==> config.mk <==
export PLATFORM = sky130hd
export DESIGN_NAME = light_pattern_ctrl
export DESIGN_NICKNAME = d
export VERILOG_FILES = /design/src/rtl/light_pkg.sv /design/src/rtl/rise_detect.sv /design/src/rtl/light_pattern_ctrl.sv
export SDC_FILE = /design/constraint.sdc
export NUM_CORES = 1
export LEC_CHECK = 0
export BUFFER_PORTS_ARGS = -buffer_cell sky130_fd_sc_hd__buf_2
export CAP_MARGIN = 30
export CORE_MARGIN = 2
export CORE_UTILIZATION = 52
export DETAILED_ROUTE_END_ITERATION = 12
export GPL_TIMING_DRIVEN = 0
export PLACE_DENSITY = 0.83
export SYNTH_ARGS = -nofsm -noshare
export SYNTH_HDL_FRONTEND = slang
export SYNTH_SLANG_ARGS = --single-unit
==> constraint.sdc <==
create_clock -name i_clk -period 1.95 [get_ports i_clk]
set_clock_uncertainty 0.15 [all_clocks]
set_input_delay 0.39 -clock i_clk [delete_from_list [all_inputs] [get_ports i_clk]]
set_output_delay 0.39 -clock i_clk [all_outputs]
set_load 0.02 [all_outputs]
==> src/rtl/light_pkg.sv <==
`default_nettype none
// +----------------------------------------------------------------------+
// | light_pkg                                                            |
// | Shared mode codes, direction constants and defaults for LED patterns |
// | Revision: 1.0                                                        |
// +----------------------------------------------------------------------+
package light_pkg;

    typedef enum logic [2:0] {
        MODE_OFF     = 3'd0,
        MODE_SOLID   = 3'd1,
        MODE_BLINK   = 3'd2,
        MODE_CHASE   = 3'd3,
        MODE_BOUNCE  = 3'd4,
        MODE_BREATHE = 3'd5
    } light_mode_e;

    localparam logic DIR_UP = 1'b0;
    localparam logic DIR_DN = 1'b1;

    localparam int DEF_N_LED     = 18;
    localparam int DEF_PWM_BITS  = 6;
    localparam int DEF_CHASE_DIV = 4;

    // Codes 6 and 7 are reserved and must not be loaded.
    function automatic logic mode_is_valid(input logic [2:0] code);
        return (code <= 3'd5);
    endfunction

endpackage
`default_nettype wire

==> src/rtl/rise_detect.sv <==
`default_nettype none
// +----------------------------------------------------------------------+
// | rise_detect                                                          |
// | Registered rising-edge detector, one-cycle pulse output              |
// | Revision: 1.0                                                        |
// +----------------------------------------------------------------------+
module rise_detect (
    input  logic i_clk,
    input  logic i_rst_n,
    input  logic i_d,
    output logic o_rise
);

    logic prev_q;

    always_ff @(posedge i_clk or negedge i_rst_n) begin
        if (!i_rst_n) begin
            prev_q <= 1'b0;
        end else begin
            prev_q <= i_d;
        end
    end

    assign o_rise = i_d & ~prev_q;

endmodule
`default_nettype wire

==> src/rtl/light_pattern_ctrl.sv <==
`default_nettype none
// +----------------------------------------------------------------------+
// | light_pattern_ctrl                                                   |
// | LED bank pattern generator: off/solid/blink/chase/bounce/breathe     |
// | Revision: 1.0                                                        |
// +----------------------------------------------------------------------+
module light_pattern_ctrl
    import light_pkg::*;
#(
    parameter int N_LED     = DEF_N_LED,
    parameter int PWM_BITS  = DEF_PWM_BITS,
    parameter int CHASE_DIV = DEF_CHASE_DIV
) (
    input  logic             i_clk,
    input  logic             i_rst_n,
    input  logic             i_sqrwave,
    input  logic             i_on,
    input  logic [2:0]       i_mode,
    input  logic             i_mode_load,
    output logic [N_LED-1:0] o_led,
    output logic             o_step,
    output logic [2:0]       o_mode
);

    localparam int POS_W = $clog2(N_LED);
    localparam int DIV_W = $clog2(CHASE_DIV) + 1;

    localparam logic [POS_W-1:0]    POS_LAST = POS_W'(N_LED - 1);
    localparam logic [DIV_W-1:0]    DIV_LAST = DIV_W'(CHASE_DIV - 1);
    localparam logic [PWM_BITS-1:0] DUTY_MAX = '1;
    localparam logic [N_LED-1:0]    LED_ONE  = N_LED'(1);

    light_mode_e         mode_q, mode_d;
    logic [POS_W-1:0]    pos_q, pos_d;
    logic                dir_q, dir_d;
    logic [PWM_BITS-1:0] duty_q, duty_d;
    logic [DIV_W-1:0]    div_q, div_d;
    logic [PWM_BITS-1:0] pwm_q;
    logic [N_LED-1:0]    led_q, led_d;
    logic                adv_q, adv_d;
    logic                step_q;

    logic w_tick;
    logic w_load_ok;

    rise_detect u_sq_rise (
        .i_clk   (i_clk),
        .i_rst_n (i_rst_n),
        .i_d     (i_sqrwave),
        .o_rise  (w_tick)
    );

    assign w_load_ok = i_mode_load & mode_is_valid(i_mode);

    // A valid load restarts the pattern and swallows a coincident tick.
    always_comb begin
        mode_d = mode_q;
        pos_d  = pos_q;
        dir_d  = dir_q;
        duty_d = duty_q;
        div_d  = div_q;
        adv_d  = 1'b0;
        if (w_load_ok) begin
            mode_d = light_mode_e'(i_mode);
            pos_d  = '0;
            dir_d  = DIR_UP;
            duty_d = '0;
            div_d  = '0;
        end else if (w_tick) begin
            case (mode_q)
                MODE_CHASE, MODE_BOUNCE: begin
                    if (div_q == DIV_LAST) begin
                        div_d = '0;
                        adv_d = 1'b1;
                        if (mode_q == MODE_CHASE) begin
                            pos_d = (pos_q == POS_LAST) ? '0 : pos_q + 1'b1;
                        end else if (dir_q == DIR_UP) begin
                            if (pos_q == POS_LAST) begin
                                pos_d = pos_q - 1'b1;
                                dir_d = DIR_DN;
                            end else begin
                                pos_d = pos_q + 1'b1;
                            end
                        end else begin
                            if (pos_q == '0) begin
                                pos_d = POS_W'(1);
                                dir_d = DIR_UP;
                            end else begin
                                pos_d = pos_q - 1'b1;
                            end
                        end
                    end else begin
                        div_d = div_q + 1'b1;
                    end
                end
                MODE_BREATHE: begin
                    adv_d = 1'b1;
                    if (dir_q == DIR_UP) begin
                        if (duty_q == DUTY_MAX) begin
                            duty_d = duty_q - 1'b1;
                            dir_d  = DIR_DN;
                        end else begin
                            duty_d = duty_q + 1'b1;
                        end
                    end else begin
                        if (duty_q == '0) begin
                            duty_d = PWM_BITS'(1);
                            dir_d  = DIR_UP;
                        end else begin
                            duty_d = duty_q - 1'b1;
                        end
                    end
                end
                default: ;
            endcase
        end
    end

    always_comb begin
        led_d = '0;
        case (mode_q)
            MODE_SOLID:              led_d = '1;
            MODE_BLINK:              led_d = {N_LED{i_on}};
            MODE_CHASE, MODE_BOUNCE: led_d = LED_ONE << pos_q;
            MODE_BREATHE:            led_d = {N_LED{pwm_q < duty_q}};
            default:                 led_d = '0;
        endcase
    end

    always_ff @(posedge i_clk or negedge i_rst_n) begin
        if (!i_rst_n) begin
            mode_q <= MODE_OFF;
            pos_q  <= '0;
            dir_q  <= DIR_UP;
            duty_q <= '0;
            div_q  <= '0;
            pwm_q  <= '0;
            led_q  <= '0;
            adv_q  <= 1'b0;
            step_q <= 1'b0;
        end else begin
            mode_q <= mode_d;
            pos_q  <= pos_d;
            dir_q  <= dir_d;
            duty_q <= duty_d;
            div_q  <= div_d;
            pwm_q  <= pwm_q + 1'b1;
            led_q  <= led_d;
            adv_q  <= adv_d;
            step_q <= adv_q;
        end
    end

    assign o_led  = led_q;
    assign o_step = step_q;
    assign o_mode = mode_q;

endmodule
`default_nettype wire

==> results.tsv <==
stage	metric	value	unit
logic_synthesis	sequential element share of the synthesized area	44.6	%
die	# IOs	30	
global_routing	grt ovf	0	
worst_setup_path	R2R depth	7	
route	WL/cell	15.4	um
final_layout	Inserted Diodes	0	
cts	Clock Sinks	45	
timing	period utilisation layout	101	%
placement	Port Buffers	29	
pwr	pwr/cell area	744	nW/um2
route	Antenna Nets Post-Route	0	
final_layout	total of fill cells in the finished design	368	
pwr	P_leak	1.46	nW
cts	H-tree Lvls	2	
hold_path	WHS Endpoint	u_sq_rise.prev_q	
cts	clk_lat worst skew	0.30	ns
logic_synthesis	post-synthesis simple-gate area fraction	20.9	%
worst_setup_path	Reg2Reg Launch Point	pos_q[1]	
worst_setup_path	Critical Path RT	2.04	ns
final_layout	Final Cell Area	3080	um2
pwr	Final Power	0.00229	W
final_layout	share of layout cells above drive strength 1	30.5	%
logic_synthesis	Primary FF master, synth	dfrtp_1	
worst_setup_path	CP arrival	2.06	ns
logic_synthesis	Cells after Synth	256	
hold_path	Hold Crit Depth	1	
pwr	Comb pwr share	18.4	%
logic_synthesis	Synth Warn #	0	
job	# Max-Cap Violations	0	
outcome	outcome	finished with violations	
final_layout	P&R area growth vs syn	22.2	%
logic_synthesis	Synth area leader	dfrtp_1	
hold_path	hold crit path type	input pin to flip-flop	
logic_synthesis	Post-Synth XOR/XNOR Area	3.12	%
logic_synthesis	Post-Synth Adder-Cell Area	8.43	%
global_routing	vias in the first global route	1901	
worst_setup_path	R2R Setup Slk	-0.02	ns
timing	setup ws final	-0.0227	ns
worst_setup_path	CP Class	flip-flop to flip-flop	
final_layout	post-layout net count	329	
cts	Inserted Clock Buffers	5	
placement	post-DP HPWL	3.57	mm
logic_synthesis	multiplexer area fraction after synthesis	0.793	%
logic_synthesis	Synth async-reset ratio	100	%
route	Via Count	2072	
die	Chip Width	73.7	um
logic_synthesis	#FFs+latches synth	45	
cts	root buffer cell	clkbuf_8	
logic_synthesis	Compound-Gate Fraction of Synth Area	17.8	%
worst_setup_path	Worst R2R End	pos_q[2]	
outcome	failing checks	negative setup slack	
die	Die Y	73.7	um
route	Remaining DRCs	0	
hold_path	hold_sp	i_sqrwave	
timing	RSZ-0062 raised after global routing	yes	
pwr	Pint	0.00168	W
placement	Area after DPL	2750	um2
die	die area	5430	um2
cts	Clock Path Buffers	2	
timing	setup TNS	-0.0227	ns
cts	clk slew on worst S/H paths	0.09	ns
logic_synthesis	dominant combinational cell family by area after synthesis	simple AND/OR/NAND/NOR gates	
global_routing	largest net degree at the start of global routing	46	
pwr	power share of the sequential group	45.6	%
timing	crit path time final	1.97	ns
worst_setup_path	Crit Path Max Fanout	4	
placement	routability cong.	0.936	
logic_synthesis	Post-synth EDFFs	0	
timing	final setup vio count	1	
logic_synthesis	top cell type's share of synthesized area	44.6	%
route	routed wire length	5.53	mm
logic_synthesis	Synth cell types	59	
logic_synthesis	top cells by area, synth	dfrtp_1 (45%), ha_1 (8.4%), nand2_1 (4.6%), o21ai_0 (2.6%), a31o_1 (2.4%)	
global_routing	initial antenna violation count	0	
die	Core ar.	4690	um2
die	Initial Utilization	53.8	%
pwr	Clk pwr share	36.0	%
timing	max_slew headroom	56.0	%
cts	TritonCTS clock tree	built	
worst_setup_path	startpoint types	flip-flop	
timing	Slew Limit Fails	0	
global_routing	total global-route track usage	21.5	%
global_routing	global-route wire length before repair	8.90	mm
pwr	Sw Share	26.9	%
route	DR vias/cell	5.77	
logic_synthesis	Cell Area, Synth	2520	um2
die	FP Rows	25	
route	Initial DRC Count	128	
logic_synthesis	post-synthesis net count	281	
route	router iterations before antenna repair	4	
worst_setup_path	Worst setup EP type	flip-flop	
logic_synthesis	Avg Synthesized Cell Area	9.86	um2
pwr	maximum vdd drop	0.643	mV
timing	Final Hold Viols	0	
timing	slew at the pin with the worst max-slew slack	0.654	ns
pwr	NetSw	0.000618	W
timing	fmax	0.507	GHz
## cells in the mapped netlist, drive strengths merged, types with 2 or more instances
library cell	number
nand3b	3
nor3b	3
a31oi	5
and2	2
nand2	31
or3b	2
clkbuf	5
inv	13
nor2	15
and3	3
o22ai	3
o21ai	14
a41o	2
o21a	2
nor3	9
a311oi	2
mux2i	2
a211oi	3
nand3	11
buf	7
xor2	3
dfrtp	45
ha	17
xnor2	6
nand2b	3
a31o	8
and3b	2
a21boi	2
a41oi	2
a32o	2
nand4	2
a21oi	12
## worst max-delay path, stage by stage, from the launching register on
cell and delay, ns:
dfrtp_2 0.43, inv_2 0.08, ha_4 0.13, or3b_4 0.38
nor2_1 0.15, o211ai_1 0.16, o32ai_1 0.27, a32o_1 0.16
## registers in the layout (all words and copies together) (netlist names)
signal,cells
div_q,3
o_mode,3
pos_q,5
u_sq_rise.prev_q,1
dir_q,1
pwm_q,6
o_step,1
adv_q,1
duty_q,6
o_led,18
## worst max path at each step
stage / from / endpoint / slack [ns]
6_report: pos_q[1] / pos_q[2] / -0.02
5_1_grt: div_q[0] / dir_q / -0.08
4_1_cts: o_mode[1] / pos_q[2] / 0.0007
3_5_place_dp: pos_q[0] / dir_q / -0.37
3_3_place_gp: pos_q[0] / dir_q / -0.32
2_1_floorplan: pos_q[0] / dir_q / 0.005
## layout make-up
cell class / instances / area (um2) / area share (%)
clock inverters: 3 / 65.1 / 2.11
clock buffers: 5 / 68.8 / 2.23
repair buffers: 44 / 268 / 8.69
flip-flops and latches: 45 / 1140 / 36.9
plain buffers: 9 / 43.8 / 1.42
well taps: 54 / 67.6 / 2.19
inverters: 13 / 48.8 / 1.58
multi-input cells: 186 / 1390 / 44.9
## cells in the final DEF, fill, tap and decap left out, drive strengths merged, types with 2 or more instances in the layout
master,synthesis,routed
clkbuf,5,11
a311oi,2,2
nand3b,3,3
nand2b,3,3
and3,3,3
a31o,8,8
a31oi,5,5
nand2,31,31
bufinv,0,2
or3b,2,2
nor3b,3,3
mux2i,2,2
ha,17,17
a21oi,12,12
nand4,2,2
xnor2,6,6
nor2,15,15
and2,2,2
nor3,9,9
a32o,2,2
dfrtp,45,45
a21boi,2,2
buf,7,46
a41o,2,2
and3b,2,2
o21a,2,2
inv,13,13
a41oi,2,2
o21ai,14,14
nand3,11,11
xor2,3,3
o22ai,3,3
a211oi,3,3
## per-layer routing
metal  wire [um]  global-route usage (%)  share of wire [%]  up-vias
li1            -                       -                  -     1014
met1        2480                    28.5                 45      986
met2        2650                    34.0                 48       65
met5           0                       0                  0        -
met3         317                    5.49                5.7        7
met4          83                    7.88                1.5        0
## metrics by stage
step,worst slack [ns],hold WS [ns],utilization (%),instances
floorplan,0.00542,-0.0556,-,256
global placement,-0.319,0.182,58.6,339
detailed placement,-0.368,0.192,58.6,339
CTS,0.000740,0.0512,62.7,349
global route,-0.0842,0.0442,65.7,359
finish,-0.0227,0.0529,65.7,359
## logic make-up (layout without fill, tap and decap cells)
family | Yosys count | in the layout
buf+inv | 25 | 74
fa+ha+maj | 17 | 17
compound gates | 63 | 63
simple gates | 95 | 95
mux | 2 | 2
flops | 45 | 45
xor+xnor | 9 | 9
## power groups by stage
stage               Clock [W]  Sequential [W]  Combinational [W]
global placement            0         0.00105           0.000386
finish               0.000825         0.00104           0.000423
global route         0.000866         0.00105           0.000462
detailed placement          0         0.00105           0.000394
CTS                  0.000835         0.00105           0.000383
floorplan                   0         0.00113           0.000185
## repair_timing
action | 4_1_cts | 5_1_grt
gates cloned | 0 | 0
buffers inserted | 4 | 9
hold buffers | 0 | 1
resized for setup | 11 | 16
hold endpoints to repair | 0 | 4
pin swaps | 3 | 6
endpoints found under the setup margin | 24 | 28
Power figures use the tool's default switching activity.
